### config.mk
export PLATFORM = sky130hd
export DESIGN_NAME = mips_divider_flat
export DESIGN_NICKNAME = d
export VERILOG_FILES = /design/src/rtl/mips_pkg.sv /design/src/rtl/mips_divider_if.sv /design/src/rtl/mips_divider_div_step.sv /design/src/rtl/mips_divider.sv /design/src/flat_wrapper.sv
export SDC_FILE = /design/constraint.sdc
export NUM_CORES = 1
export LEC_CHECK = 0
export CAP_MARGIN = 20
export CORE_MARGIN = 1.5
export CORE_UTILIZATION = 52
export CTS_CLUSTER_DIAMETER = 60
export DETAILED_ROUTE_END_ITERATION = 12
export HOLD_SLACK_MARGIN = 0.02
export PLACE_DENSITY = 0.78
export SYNTH_ARGS = -nofsm -noshare
export SYNTH_HDL_FRONTEND = slang
export SYNTH_SLANG_ARGS = --single-unit
### constraint.sdc
create_clock -name clk -period 3.3 [get_ports clk]
set_clock_uncertainty 0.15 [all_clocks]
set_input_delay 0.825 -clock clk [delete_from_list [all_inputs] [get_ports clk]]
set_output_delay 0.825 -clock clk [all_outputs]
set_load 0.05 [all_outputs]
### src/rtl/mips_pkg.sv
// rtl/mips_pkg.sv - shared MIPS datapath constants, funct codes and divider state type
package mips_pkg;

   localparam int DATA_WIDTH = 32;

   // R-type funct codes handled by the ALU
   localparam logic [5:0] FUNCT_ADD   = 6'b100000;
   localparam logic [5:0] FUNCT_ADDU  = 6'b100001;
   localparam logic [5:0] FUNCT_SUB   = 6'b100010;
   localparam logic [5:0] FUNCT_SUBU  = 6'b100011;
   localparam logic [5:0] FUNCT_AND   = 6'b100100;
   localparam logic [5:0] FUNCT_OR    = 6'b100101;
   localparam logic [5:0] FUNCT_SLT   = 6'b101010;
   localparam logic [5:0] FUNCT_MULT  = 6'b011000;
   localparam logic [5:0] FUNCT_MULTU = 6'b011001;

   // R-type funct codes handled by the iterative divider
   localparam logic [5:0] FUNCT_DIV   = 6'b011010;
   localparam logic [5:0] FUNCT_DIVU  = 6'b011011;

   typedef enum logic [1:0] {
      S_IDLE = 2'd0,
      S_CALC = 2'd1,
      S_FIX  = 2'd2
   } div_state_e;

endpackage

### src/rtl/mips_divider_if.sv
// rtl/mips_divider_if.sv - request/result bundle between pipeline control and the divider
interface mips_divider_if #(
   parameter int DATA_WIDTH = 32
) ();

   logic                  start;
   logic                  is_signed;
   logic [DATA_WIDTH-1:0] src_a;
   logic [DATA_WIDTH-1:0] src_b;
   logic                  busy;
   logic                  done;
   logic [DATA_WIDTH-1:0] result_hi;
   logic [DATA_WIDTH-1:0] result_lo;
   logic                  div_by_zero;

   modport master (
      output start, is_signed, src_a, src_b,
      input  busy, done, result_hi, result_lo, div_by_zero
   );

   modport slave (
      input  start, is_signed, src_a, src_b,
      output busy, done, result_hi, result_lo, div_by_zero
   );

endinterface

### src/rtl/mips_divider_div_step.sv
// rtl/mips_divider_div_step.sv - one combinational restoring-division iteration
module div_step #(
   parameter int DATA_WIDTH = 32
) (
   input  logic [DATA_WIDTH:0]   rem_i,
   input  logic [DATA_WIDTH-1:0] quo_i,
   input  logic [DATA_WIDTH-1:0] divisor_i,
   output logic [DATA_WIDTH:0]   rem_o,
   output logic [DATA_WIDTH-1:0] quo_o
);

   logic [DATA_WIDTH+1:0] rem_sh;
   logic [DATA_WIDTH+1:0] trial;

   // shift {rem, quo} left, try subtracting the divisor, restore on borrow
   always_comb begin
      rem_sh = {rem_i, quo_i[DATA_WIDTH-1]};
      trial  = rem_sh - {2'b00, divisor_i};
      if (trial[DATA_WIDTH+1]) begin
         rem_o = rem_sh[DATA_WIDTH:0];
         quo_o = {quo_i[DATA_WIDTH-2:0], 1'b0};
      end else begin
         rem_o = trial[DATA_WIDTH:0];
         quo_o = {quo_i[DATA_WIDTH-2:0], 1'b1};
      end
   end

endmodule

### src/rtl/mips_divider.sv
// rtl/mips_divider.sv - iterative DIV/DIVU unit returning quotient on LO and remainder on HI
module mips_divider #(
   parameter int DATA_WIDTH  = mips_pkg::DATA_WIDTH,
   parameter int COUNT_WIDTH = 6
) (
   input  logic           clk,
   input  logic           rst_n,
   mips_divider_if.slave  bus
);

   import mips_pkg::*;

   localparam int W = DATA_WIDTH;

   div_state_e             state_q, state_d;
   logic [COUNT_WIDTH-1:0] count_q, count_d;
   logic [W:0]             rem_q, rem_d;
   logic [W-1:0]           quo_q, quo_d;
   logic [W-1:0]           dvs_q, dvs_d;
   logic                   q_neg_q, q_neg_d;
   logic                   r_neg_q, r_neg_d;
   logic                   zero_q, zero_d;
   logic [W-1:0]           hi_q, hi_d;
   logic [W-1:0]           lo_q, lo_d;
   logic                   dbz_q, dbz_d;
   logic                   done_q, done_d;

   logic [W:0]             step_rem;
   logic [W-1:0]           step_quo;
   logic                   a_neg, b_neg;
   logic [W-1:0]           a_mag, b_mag;

   div_step #(.DATA_WIDTH(W)) u_step (
      .rem_i     (rem_q),
      .quo_i     (quo_q),
      .divisor_i (dvs_q),
      .rem_o     (step_rem),
      .quo_o     (step_quo)
   );

   // operand magnitudes and signs for DIV; DIVU passes operands straight through
   always_comb begin
      a_neg = bus.is_signed & bus.src_a[W-1];
      b_neg = bus.is_signed & bus.src_b[W-1];
      a_mag = a_neg ? -bus.src_a : bus.src_a;
      b_mag = b_neg ? -bus.src_b : bus.src_b;
   end

   // next-state and datapath updates for IDLE -> CALC -> FIX
   always_comb begin
      state_d = state_q;
      count_d = count_q;
      rem_d   = rem_q;
      quo_d   = quo_q;
      dvs_d   = dvs_q;
      q_neg_d = q_neg_q;
      r_neg_d = r_neg_q;
      zero_d  = zero_q;
      hi_d    = hi_q;
      lo_d    = lo_q;
      dbz_d   = dbz_q;
      done_d  = 1'b0;
      case (state_q)
         S_IDLE: begin
            if (bus.start) begin
               q_neg_d = a_neg ^ b_neg;
               r_neg_d = a_neg;
               dvs_d   = b_mag;
               rem_d   = '0;
               if (bus.src_b == '0) begin
                  // raw dividend parked in quo for HI; one FIX dwell cycle keeps latency at two edges
                  zero_d  = 1'b1;
                  quo_d   = bus.src_a;
                  count_d = COUNT_WIDTH'(1);
                  state_d = S_FIX;
               end else begin
                  zero_d  = 1'b0;
                  quo_d   = a_mag;
                  count_d = COUNT_WIDTH'(W);
                  state_d = S_CALC;
               end
            end
         end
         S_CALC: begin
            rem_d   = step_rem;
            quo_d   = step_quo;
            count_d = count_q - COUNT_WIDTH'(1);
            if (count_q == COUNT_WIDTH'(1)) begin
               state_d = S_FIX;
            end
         end
         S_FIX: begin
            if (count_q != '0) begin
               count_d = count_q - COUNT_WIDTH'(1);
            end else begin
               if (zero_q) begin
                  lo_d  = '1;
                  hi_d  = quo_q;
                  dbz_d = 1'b1;
               end else begin
                  lo_d  = q_neg_q ? -quo_q : quo_q;
                  hi_d  = r_neg_q ? -rem_q[W-1:0] : rem_q[W-1:0];
                  dbz_d = 1'b0;
               end
               done_d  = 1'b1;
               state_d = S_IDLE;
            end
         end
         default: begin
            state_d = S_IDLE;
         end
      endcase
   end

   // state and datapath registers, asynchronously cleared
   always_ff @(posedge clk or negedge rst_n) begin
      if (!rst_n) begin
         state_q <= S_IDLE;
         count_q <= '0;
         rem_q   <= '0;
         quo_q   <= '0;
         dvs_q   <= '0;
         q_neg_q <= 1'b0;
         r_neg_q <= 1'b0;
         zero_q  <= 1'b0;
         hi_q    <= '0;
         lo_q    <= '0;
         dbz_q   <= 1'b0;
         done_q  <= 1'b0;
      end else begin
         state_q <= state_d;
         count_q <= count_d;
         rem_q   <= rem_d;
         quo_q   <= quo_d;
         dvs_q   <= dvs_d;
         q_neg_q <= q_neg_d;
         r_neg_q <= r_neg_d;
         zero_q  <= zero_d;
         hi_q    <= hi_d;
         lo_q    <= lo_d;
         dbz_q   <= dbz_d;
         done_q  <= done_d;
      end
   end

   assign bus.busy        = (state_q != S_IDLE);
   assign bus.done        = done_q;
   assign bus.result_hi   = hi_q;
   assign bus.result_lo   = lo_q;
   assign bus.div_by_zero = dbz_q;

endmodule
### src/flat_wrapper.sv
// flat-port wrapper written by rule: the top's interface ports become plain ports
module mips_divider_flat import mips_pkg::*;
#(
   parameter int DATA_WIDTH  = mips_pkg::DATA_WIDTH,
   parameter int COUNT_WIDTH = 6
)
  (clk, rst_n, bus_start, bus_is_signed, bus_src_a, bus_src_b, bus_busy, bus_done, bus_result_hi, bus_result_lo, bus_div_by_zero);
  mips_divider_if #(.DATA_WIDTH(DATA_WIDTH)) bus_i ();
  input  logic clk;
  input  logic rst_n;
  input wire logic [$bits(bus_i.start)-1:0] bus_start;
  input wire logic [$bits(bus_i.is_signed)-1:0] bus_is_signed;
  input wire logic [$bits(bus_i.src_a)-1:0] bus_src_a;
  input wire logic [$bits(bus_i.src_b)-1:0] bus_src_b;
  output wire logic [$bits(bus_i.busy)-1:0] bus_busy;
  output wire logic [$bits(bus_i.done)-1:0] bus_done;
  output wire logic [$bits(bus_i.result_hi)-1:0] bus_result_hi;
  output wire logic [$bits(bus_i.result_lo)-1:0] bus_result_lo;
  output wire logic [$bits(bus_i.div_by_zero)-1:0] bus_div_by_zero;
  assign bus_i.start = bus_start;
  assign bus_i.is_signed = bus_is_signed;
  assign bus_i.src_a = bus_src_a;
  assign bus_i.src_b = bus_src_b;
  assign bus_busy = bus_i.busy;
  assign bus_done = bus_i.done;
  assign bus_result_hi = bus_i.result_hi;
  assign bus_result_lo = bus_i.result_lo;
  assign bus_div_by_zero = bus_i.div_by_zero;
  mips_divider #(.DATA_WIDTH(DATA_WIDTH), .COUNT_WIDTH(COUNT_WIDTH)) u_core (.clk(clk), .rst_n(rst_n), .bus(bus_i));
endmodule
==> reports/metrics.cfg <==
[logic_synthesis]
xor_xnor_fraction_of_synth_area_pct=10.8
ys_seq_elements=174
synthAdderAreaFrac_pct=4.70
post_synth_and_or_nand_nor_area_fraction_pct=17.9
synth_compound_gate_area_share_pct=20.7
ys_seq_area_share_pct=36.7
synth_area_leaders=sky130_fd_sc_hd__dfrtp_1 37%, sky130_fd_sc_hd__o21ai_0 8.0%, sky130_fd_sc_hd__nand2_1 7.0%
synth-edff-count=0
post-synth-top-area-cell=sky130_fd_sc_hd__dfrtp_1
synthMuxAreaShare_pct=4.89
mappedNetlistNets=1560
async_reset_ff_share_pct=100
synth_ff_type=sky130_fd_sc_hd__dfrtp_1
synthesis.area_per_instance_um2=8.20
synth_cells=1448
ys_warn_count=0
main_combinational_cell_family_by_area_after_synthesis=compound AO/OA/AOI/OAI gates
post-synth-top-area-fraction_pct=36.7
ys_types=63
syn_area_mm2=0.0119

[floorplan]
die_h_um=154
initial_util_pct=52.8
fp-row-count=55
core_outline_area_mm2=0.0225
die_area_mm2=0.0238
die_w_um=154
io_pins=135

[placement]
routabilityCongestion=0.903
post_dp_hpwl_mm=25.0
io_buffer_count=134

[setup_path]
timing.critical_path.required_ps=3480
r2r_start=u_core.quo_q[11]
critical_path.most_common_cell=sky130_fd_sc_hd__or4_4
path_buf_inv=0
worst-path-max-fanout=2
cp_max_stage_delay_ps=450
worstSetupPathType=reg2reg
setup.worst_path.start=u_core.quo_q[11]
end_kind=flip-flop
path_cells=or3_4, or3_4, or4_4, or4_4, or4_4, or2_4, o31ai_4, xor2_1, a21oi_1
cp_data_arrival_time_ps=3710
cp_top_family=simple AND/OR/NAND/NOR gates
critPathSlowestCell=sky130_fd_sc_hd__or4_4
worstSetupStartpointType=flip-flop

[grt]
first_global_vias=11000
overall_track_demand_over_capacity_in_global_routing_pct=28.4
grt_first_pass_wirelength_mm=54.3
antenna_found_initial=0
grt_overflow_total=0
grt_max_degree=80

[timing]
rsz0062_at_grt=yes
final_critical_path_setup_slack_ps=-230
max_freq_mhz=283
final-hold-violation-count=0
timing.final.max_slew_violations=0
worst-slew-pin-transition_ps=739
fin_setup_tns_ps=-518
finalSetupViolations=4
slew-limit-headroom_pct=49.4
min_period_over_period_pct=107
finalCriticalPeriod_ps=3530

[pwr]
power.share.sequential_pct=23.3
leakagePower_nw=6.95
peakVddDrop_mv=0.430
power.share.switching_pct=48.6
netSwitchingPower_mw=8.14
pwr-share-clk_pct=11.8
cell_internal_pwr_mw=8.62
power.combinational.fraction_pct=64.9
power-per-cell-area_mw_per_mm2=1070

[clock_network]
cts_sinks=174
clk_transition_reported_paths_ps=80
cts_tree=yes
worstSkewPairLatency_ps=450
cts_buffers=17
cts.root.buffer_cell=sky130_fd_sc_hd__clkbuf_16
cts_hold_repair.buffers=0
clock_tree.buffer_depth=2
cts-htree-levels=4

[routing]
route.vias.total=11500
vias_per_cell=5.74
initialDrtViolationCount=964
wirelength_mm=33.8
drt-pass1-iter-count=6
routed_wire_length_per_instance_um=16.9
route.antenna.remaining_nets=0
drc=0

[layout]
syn2layout_area_growth_pct=31.6
mostFrequentLayoutCells=222 x sky130_fd_sc_hd__nand2_1, 177 x sky130_fd_sc_hd__o21ai_0, 172 x sky130_fd_sc_hd__dfrtp_1
finalNetCount=1816
mostFrequentLayoutCell=sky130_fd_sc_hd__nand2_1
layout.core_utilization_pct=69.4
drive_gt1_share_pct=16.1
diodes=0

[flow_run]
max-cap-violations=0

[run_status]
violations_in_the_final_reports=setup timing
run_status=finished, violations left

[worst_hold_path]
worst_hold_path_type=in2async

==> layer usage <==
layer	track usage [%]	vias up	part of all wire [%]
met3	3.89	68	5.9
met4	9.39	0	2.2
met2	47.3	418	48
met5	0	-	0
li1	-	5574	-
met1	38.2	5437	44
==> flip-flops by register name, summed over array words and instances (netlist names) <==
name,flops
u_core.state_q,2
u_core.bus.div_by_zero,1
u_core.quo_q,32
u_core.r_neg_q,1
u_core.bus.done,1
u_core.q_neg_q,1
u_core.bus.result_hi,32
u_core.bus.result_lo,32
u_core.count_q,6
u_core.zero_q,1
u_core.rem_q,33
u_core.dvs_q,32
==> layout make-up <==
type                       count  area [um2]
timing repair buffer         313        2800
tap                          285         357
fill                        1718        6880
sequential                   174        4360
multi-input combinational   1140        7330
clock inverter                14         143
inverter                      58         218
clock buffer                  18         429
==> synthesized netlist by cell type (all sizes together) (3+ instances only) <==
master   number
nand3        17
ha           43
nor2b         9
nor4          6
o21ai       191
o211ai        7
a2bb2oi       5
nor3b         4
a22o          3
nor3         18
dfrtp       174
o21a          6
o41ai        12
a21boi        4
nand2b        9
and2          5
o311ai        6
mux2i        58
o22a          4
or2           7
buf          14
and3          4
xor2         71
clkbuf       62
a211oi        4
xnor2        76
a21o         14
nand4        11
a31oi         9
a21oi       110
o31ai        31
inv          57
nor2        112
or4b          3
or3          19
or4          14
nand3b        4
nand2       223
==> final timing paths <==
path                       cells after the start                        to  slack [ps]
hold / removal                                 1         u_core.count_q[4]         280
hold reg to reg                                2           u_core.dvs_q[2]         330
setup reg to reg                               9  u_core.bus.result_lo[30]        -230
max in group asynchronous                      2          u_core.quo_q[14]        2030
setup / recovery                               9  u_core.bus.result_lo[30]        -230
min in group clk                               2           u_core.dvs_q[2]         330
==> cell families (layout without fill, tap and decap cells) <==
kind of cell | Yosys count | in the layout
multiplexers | 58 | 58
AO/OA/AOI/OAI | 420 | 420
flip-flops | 174 | 174
AND/OR/NAND/NOR | 470 | 471
XOR/XNOR | 147 | 147
buffers and inverters | 135 | 403
adder cells (fa/ha/maj) | 44 | 44
==> repair_timing <==
item,in CTS,in global routing
resized for setup,18,53
pin swaps,4,19
endpoints found under the setup margin,44,66
cloned,0,2
setup buffers,4,2
==> through the flow <==
stage	worst slack, ps	hold WS [ps]	power, mW	cells	instance area (um2)
final	-230	275	16.8	2002	15600
after global routing	-268	339	17.9	2002	15600
after CTS	-206	319	16.4	1998	15400
after detailed placement	-500	322	14.2	1962	14700
after global placement	-459	311	13.9	1962	14700
after floorplan	-87.0	300	10.8	1448	11900
==> power by group through the flow <==
stage | clock [mW] | sequential [mW] | combinational [mW]
final | 1.97 | 3.90 | 10.9
after detailed placement | 0 | 3.89 | 10.3
after CTS | 1.99 | 3.86 | 10.5
after floorplan | 0 | 4.96 | 5.86
after global placement | 0 | 3.83 | 10.1
after global routing | 2.08 | 4.01 | 11.8
No activity file was read; power rests on OpenSTA's default activity.
